**config.mk**
```make
export PLATFORM = sky130hd
export DESIGN_NAME = uart_tx_buf
export DESIGN_NICKNAME = d
export VERILOG_FILES = /design/src/rtl/uart_pkg.sv /design/src/rtl/sync_fifo.sv /design/src/rtl/uart_tx_buf.sv
export SDC_FILE = /design/constraint.sdc
export NUM_CORES = 1
export LEC_CHECK = 0
export BUFFER_PORTS_ARGS = -buffer_cell sky130_fd_sc_hd__clkbuf_2
export CORE_MARGIN = 1
export CORE_UTILIZATION = 35
export CTS_BUF_LIST = sky130_fd_sc_hd__clkbuf_4
export DETAILED_ROUTE_END_ITERATION = 7
export PLACE_DENSITY_LB_ADDON = 0.3
export SETUP_SLACK_MARGIN = 0.15
export SYNTH_ARGS = -nofsm -noshare
export SYNTH_HDL_FRONTEND = slang
export SYNTH_SLANG_ARGS = --single-unit
```
**constraint.sdc**
```tcl
create_clock -name clk_i -period 3.94 [get_ports clk_i]
set_input_delay 0.788 -clock clk_i [delete_from_list [all_inputs] [get_ports clk_i]]
set_output_delay 0.788 -clock clk_i [all_outputs]
set_load 0.1 [all_outputs]
```
**src/rtl/uart_pkg.sv**
```systemverilog
// ============================================================================
// Module   : uart_pkg
// Purpose  : Shared types and default constants for the buffered UART TX.
// Revision : 1.0 - initial release
// ============================================================================
`default_nettype none

package uart_pkg;

    typedef enum logic [1:0] {
        IDLE  = 2'd0,
        START = 2'd1,
        DATA  = 2'd2,
        STOP  = 2'd3
    } tx_state_e;

    localparam int unsigned c_DIV_DEFAULT       = 868;
    localparam int unsigned c_STOP_BITS_DEFAULT = 1;
    localparam int unsigned c_BAUD_W            = 16;
    localparam int unsigned c_BIT_IDX_W         = 3;

endpackage

`default_nettype wire

```
**src/rtl/sync_fifo.sv**
```systemverilog
// ============================================================================
// Module   : sync_fifo
// Purpose  : Single-clock FIFO with registered occupancy count; full/empty are
//            decoded from the count register only.
// Revision : 1.0 - initial release
// ============================================================================
`default_nettype none

module sync_fifo #(
    parameter int unsigned WIDTH = 8,
    parameter int unsigned DEPTH = 8
) (
    input  logic                     clk_i,
    input  logic                     rst_n_i,
    input  logic                     push_i,
    input  logic [WIDTH-1:0]         push_data_i,
    input  logic                     pop_i,
    output logic [WIDTH-1:0]         pop_data_o,
    output logic                     full_o,
    output logic                     empty_o,
    output logic [$clog2(DEPTH):0]   count_o
);

    localparam int unsigned       c_AW   = $clog2(DEPTH);
    localparam logic [c_AW:0]     c_FULL = (c_AW + 1)'(DEPTH);

    logic [WIDTH-1:0] mem_q [DEPTH];
    logic [c_AW-1:0]  wr_ptr_q;
    logic [c_AW-1:0]  rd_ptr_q;
    logic [c_AW:0]    count_q;
    logic             w_push;
    logic             w_pop;

    assign full_o     = (count_q == c_FULL);
    assign empty_o    = (count_q == '0);
    assign count_o    = count_q;
    assign pop_data_o = mem_q[rd_ptr_q];
    assign w_push     = push_i & ~full_o;
    assign w_pop      = pop_i & ~empty_o;

    // Pointers wrap naturally because DEPTH is a power of two.
    always_ff @(posedge clk_i) begin
        if (!rst_n_i) begin
            wr_ptr_q <= '0;
            rd_ptr_q <= '0;
            count_q  <= '0;
        end else begin
            if (w_push) wr_ptr_q <= wr_ptr_q + 1'b1;
            if (w_pop)  rd_ptr_q <= rd_ptr_q + 1'b1;
            case ({w_push, w_pop})
                2'b10:   count_q <= count_q + 1'b1;
                2'b01:   count_q <= count_q - 1'b1;
                default: count_q <= count_q;
            endcase
        end
    end

    always_ff @(posedge clk_i) begin
        if (w_push) mem_q[wr_ptr_q] <= push_data_i;
    end

endmodule

`default_nettype wire

```
**src/rtl/uart_tx_buf.sv**
```systemverilog
// ============================================================================
// Module   : uart_tx_buf
// Purpose  : FIFO-buffered UART transmitter (8 data bits, 1 or 2 stop bits).
// Revision : 1.0 - initial release
// ============================================================================
`default_nettype none

module uart_tx_buf
    import uart_pkg::*;
#(
    parameter int unsigned DIV        = c_DIV_DEFAULT,
    parameter int unsigned FIFO_DEPTH = 8,
    parameter int unsigned STOP_BITS  = c_STOP_BITS_DEFAULT
) (
    input  logic                          clk_i,
    input  logic                          rst_n_i,
    input  logic                          wr_valid_i,
    input  logic [7:0]                    wr_data_i,
    output logic                          wr_ready_o,
    output logic                          tx_o,
    output logic                          busy_o,
    output logic [$clog2(FIFO_DEPTH):0]   fifo_cnt_o
);

    localparam logic [c_BAUD_W-1:0]    c_BAUD_RELOAD = c_BAUD_W'(DIV - 1);
    localparam logic [c_BIT_IDX_W-1:0] c_LAST_STOP   = c_BIT_IDX_W'(STOP_BITS - 1);
    localparam logic [c_BIT_IDX_W-1:0] c_LAST_DATA   = c_BIT_IDX_W'(7);

    tx_state_e               state_q,   state_d;
    logic [c_BAUD_W-1:0]     baud_q,    baud_d;
    logic [c_BIT_IDX_W-1:0]  bit_idx_q, bit_idx_d;
    logic [7:0]              shift_q,   shift_d;
    logic                    tx_q,      tx_d;

    logic                    w_fifo_pop;
    logic [7:0]              w_fifo_data;
    logic                    w_fifo_full;
    logic                    w_fifo_empty;
    logic                    w_baud_done;

    sync_fifo #(
        .WIDTH (8),
        .DEPTH (FIFO_DEPTH)
    ) u_fifo (
        .clk_i       (clk_i),
        .rst_n_i     (rst_n_i),
        .push_i      (wr_valid_i),
        .push_data_i (wr_data_i),
        .pop_i       (w_fifo_pop),
        .pop_data_o  (w_fifo_data),
        .full_o      (w_fifo_full),
        .empty_o     (w_fifo_empty),
        .count_o     (fifo_cnt_o)
    );

    assign wr_ready_o  = ~w_fifo_full;
    assign tx_o        = tx_q;
    assign busy_o      = (state_q != IDLE) | ~w_fifo_empty;
    assign w_baud_done = (baud_q == '0);

    always_comb begin
        state_d    = state_q;
        baud_d     = baud_q;
        bit_idx_d  = bit_idx_q;
        shift_d    = shift_q;
        tx_d       = tx_q;
        w_fifo_pop = 1'b0;
        case (state_q)
            IDLE: begin
                tx_d = 1'b1;
                if (!w_fifo_empty) begin
                    w_fifo_pop = 1'b1;
                    shift_d    = w_fifo_data;
                    state_d    = START;
                    tx_d       = 1'b0;
                    baud_d     = c_BAUD_RELOAD;
                end
            end
            START: begin
                if (w_baud_done) begin
                    state_d   = DATA;
                    baud_d    = c_BAUD_RELOAD;
                    bit_idx_d = '0;
                    tx_d      = shift_q[0];
                end else begin
                    baud_d = baud_q - 1'b1;
                end
            end
            DATA: begin
                if (w_baud_done) begin
                    baud_d    = c_BAUD_RELOAD;
                    // 3-bit index wraps 7 -> 0 as the frame leaves DATA.
                    bit_idx_d = bit_idx_q + 1'b1;
                    if (bit_idx_q == c_LAST_DATA) begin
                        state_d = STOP;
                        tx_d    = 1'b1;
                    end else begin
                        shift_d = {1'b0, shift_q[7:1]};
                        tx_d    = shift_q[1];
                    end
                end else begin
                    baud_d = baud_q - 1'b1;
                end
            end
            STOP: begin
                if (w_baud_done) begin
                    if (bit_idx_q == c_LAST_STOP) begin
                        bit_idx_d = '0;
                        if (!w_fifo_empty) begin
                            // Chain straight into the next frame with no idle gap.
                            w_fifo_pop = 1'b1;
                            shift_d    = w_fifo_data;
                            state_d    = START;
                            tx_d       = 1'b0;
                            baud_d     = c_BAUD_RELOAD;
                        end else begin
                            state_d = IDLE;
                            tx_d    = 1'b1;
                            baud_d  = '0;
                        end
                    end else begin
                        bit_idx_d = bit_idx_q + 1'b1;
                        baud_d    = c_BAUD_RELOAD;
                    end
                end else begin
                    baud_d = baud_q - 1'b1;
                end
            end
            default: begin
                state_d = IDLE;
                tx_d    = 1'b1;
            end
        endcase
    end

    always_ff @(posedge clk_i) begin
        if (!rst_n_i) begin
            state_q   <= IDLE;
            baud_q    <= '0;
            bit_idx_q <= '0;
            shift_q   <= '0;
            tx_q      <= 1'b1;
        end else begin
            state_q   <= state_d;
            baud_q    <= baud_d;
            bit_idx_q <= bit_idx_d;
            shift_q   <= shift_d;
            tx_q      <= tx_d;
        end
    end

endmodule

`default_nettype wire
```
==> metrics.md <==
| Metric | Value |
|---|---|
| Routed WL | `8706 um` |
| Critical-path cell list | `or4_1 -> nor2_1 -> buf_4 -> clkinv_1 -> clkbuf_2` |
| DIE WIDTH | `117.9 um` |
| Resized cells post-CTS | `0` |
| Max cap viols | `0` |
| Syn_nets | `388` |
| H-tree depth | `3` |
| Most common cell in the netlist | `edfxtp_1` |
| Placer Congestion | `0.7110` |
| Clk Tree Root Cell | `clkbuf_4` |
| Router iterations before antenna repair | `4` |
| Num ports | `18` |
| Largest net degree at the start of global routing | `23` |
| Critical Path RT | `3.15 ns` |
| YS warnings | `0` |
| Share of layout cells above drive strength 1 | `17.45%` |
| Hold Crit Class | `reg2reg` |
| Top cells by count, synth | `64 x edfxtp_1, 43 x dfxtp_1, 31 x nor2_1` |
| Number of setup buffers added after CTS | `0` |
| CTS tree | `yes` |
| Vias in the first global route | `2,843` |
| Syn avg cell area | `12.99 um2` |
| Final period utilization | `87.28%` |
| Antenna viol nets, final | `0` |
| Power per cell area | `711.3 nW/um2` |
| Clock Latency Late Sink | `0.49 ns` |
| Post-DP HPWL | `5819 um` |
| Fin nets | `405` |
| Leakage | `1.717 nW` |
| Row count | `41` |
| Initial antenna violation count | `1` |
| Setup TNS | `0 ns` |
| Post-synth top area share | `40.88%` |
| Seq/Total Area, Yosys | `59.20%` |
| Synth Instances | `362` |
| Clock Skew | `0.02208 ns` |
| Relative slew margins | `37.51%` |
| Status | `finished clean` |
| Startpoint type of the worst setup path | `flip-flop` |
| Clk slew on worst S/H paths | `0.17 ns` |
| First-pass GRT wire length | `14,460 um` |
| F_max | `290.8 MHz` |
| Initial Utilization | `36.51%` |
| Placed cell area | `4977 um2` |
| Final Hold Vio Count | `0` |
| Die H | `117.9 um` |
| # hold bufs at CTS | `0` |
| Vias per cell | `5.000` |
| Top FF cell, synth | `edfxtp_1` |
| Port Buffer Count | `17` |
| TritonCTS Sinks | `107` |
| CP Class | `reg2out` |
| Clock buffer depth | `2` |
| Max FO, Critical Path | `12` |
| Gr usage total | `13.67%` |
| #FFs+latches synth | `107` |
| # DRC | `0` |
| CP endpoint kind | `primary output` |
| Ranking of synthesized cells by area | `edfxtp_1 41%, dfxtp_1 18%, mux4_2 7.7%` |
| Minimum clock period | `3.439 ns` |
| Crit-path slowest cell | `or4_1` |
| Ys async rst share | `0%` |
| CP Data Arrival Time | `2.65 ns` |
| Wire per inst | `15.63 um` |
| Fin area | `5114 um2` |
| Via count | `2,785` |
| EDFF count, synth | `64` |
| Total CTS buffers | `9` |
| Iter 0 DRT Violations | `119` |
| Die area | `13,900 um2` |
| Worst stage delay on the critical path | `0.66 ns` |
| Synth area leader | `edfxtp_1` |
| Unrepaired setup endpoints after global routing | `no` |
| Worst Tran Pin Value | `0.9340 ns` |
| Global route overflow | `0` |
| Slew Viols, Final | `0` |
| Core area | `12,880 um2` |
| Area grow syn2layout | `8.784%` |
| Synth Cell Area | `4701 um2` |
| Final setup viols | `0` |
| Unique masters post-synth | `52` |
| Max VDD drop | `300.2 uV` |
## stage by stage
step	utilization [%]	power [mW]	worst slack, ns	std cells	hold slack, ns
after floorplan	-	2.780	0.2394	362	0.4420
after global placement	38.66	3.086	0.6569	540	0.4490
after detailed placement	38.66	3.127	0.6245	540	0.4626
after CTS	39.69	3.678	0.4688	556	0.4868
after global routing	39.71	3.895	0.3372	557	0.5265
final	39.71	3.637	0.5014	557	0.4889
## cell type report
cell class / count / area (um2)
well taps: 172 / 215.2
clock inverters: 6 / 58.81
diodes: 1 / 2.502
multi-input cells: 229 / 1819
inverters: 10 / 37.54
flip-flops and latches: 107 / 2783
repair buffers: 22 / 122.6
fillers: 1203 / 7762
clock buffers: 10 / 75.07
## cell usage in the layout, fill, tap and decap left out, types with 10 or more instances in the layout
cell	synthesis	routed
mux2i_1	15	15
edfxtp_1	64	64
nor2_1	31	31
nand2_1	23	23
clkbuf_2	0	17
mux4_2	16	16
ha_1	15	15
a21oi_1	11	11
clkbuf_4	0	10
o21ai_0	16	16
dfxtp_1	43	43
## power by group
group / switching (mW) / total (mW) / leakage [nW] / internal (mW)
clock: 0.391 / 0.546 / 0.0734 / 0.155
combinational: 1.03 / 1.64 / 0.710 / 0.607
sequential: 0.117 / 1.45 / 0.933 / 1.33
## kinds of logic (layout without fill, tap and decap cells)
kind of cell	count (synthesis)	in the layout	share of synthesized area, %
adders and majority gates	15	15	3.993
other	0	1	0
muxes	31	31	10.86
DFF	107	107	59.20
buffers and inverters	26	48	2.315
xor gates and xnor gates	12	12	2.236
and+or+nand+nor	111	111	12.27
AOI/OAI and AO/OA	60	60	9.130
## layer usage
| layer | global-route usage (%) | routed length, um | vias to the layer above |
|---|---|---|---|
| met4 | 5.849 | 177 | 0 |
| met2 | 24.01 | 4424 | 31 |
| met1 | 15.59 | 3857 | 1334 |
| li1 | - | - | 1408 |
| met5 | 0 | 0 | - |
| met3 | 3.585 | 246 | 12 |
## worst max-delay path: cells and delay by family (launching register included)
family                 cells  cell delay (ns)
AND/OR/NAND/NOR            2             0.79
flip-flops                 1             0.42
buffers and inverters      3             0.95
## final timing paths
path | startpoint | end | slack [ns] | cells past startpoint
min | u_fifo.rd_ptr_q[2] | flip-flop | 0.49 | 2
min reg2reg | u_fifo.rd_ptr_q[2] | flip-flop | 0.49 | 2
max reg2reg | baud_q[0] | u_fifo.count_o[2] | 0.61 | 14
max | u_fifo.count_o[0] | busy_o | 0.50 | 5
## registers in the layout, indices dropped and copies added (netlist names), named ones only
register         cells
baud_q              16
state_q              2
u_fifo.wr_ptr_q      3
u_fifo.rd_ptr_q      3
u_fifo.count_o       4
shift_q              8
bit_idx_q            3
tx_o                 1
u_fifo.mem_q        64
No activity file was read; power rests on OpenSTA's default activity.
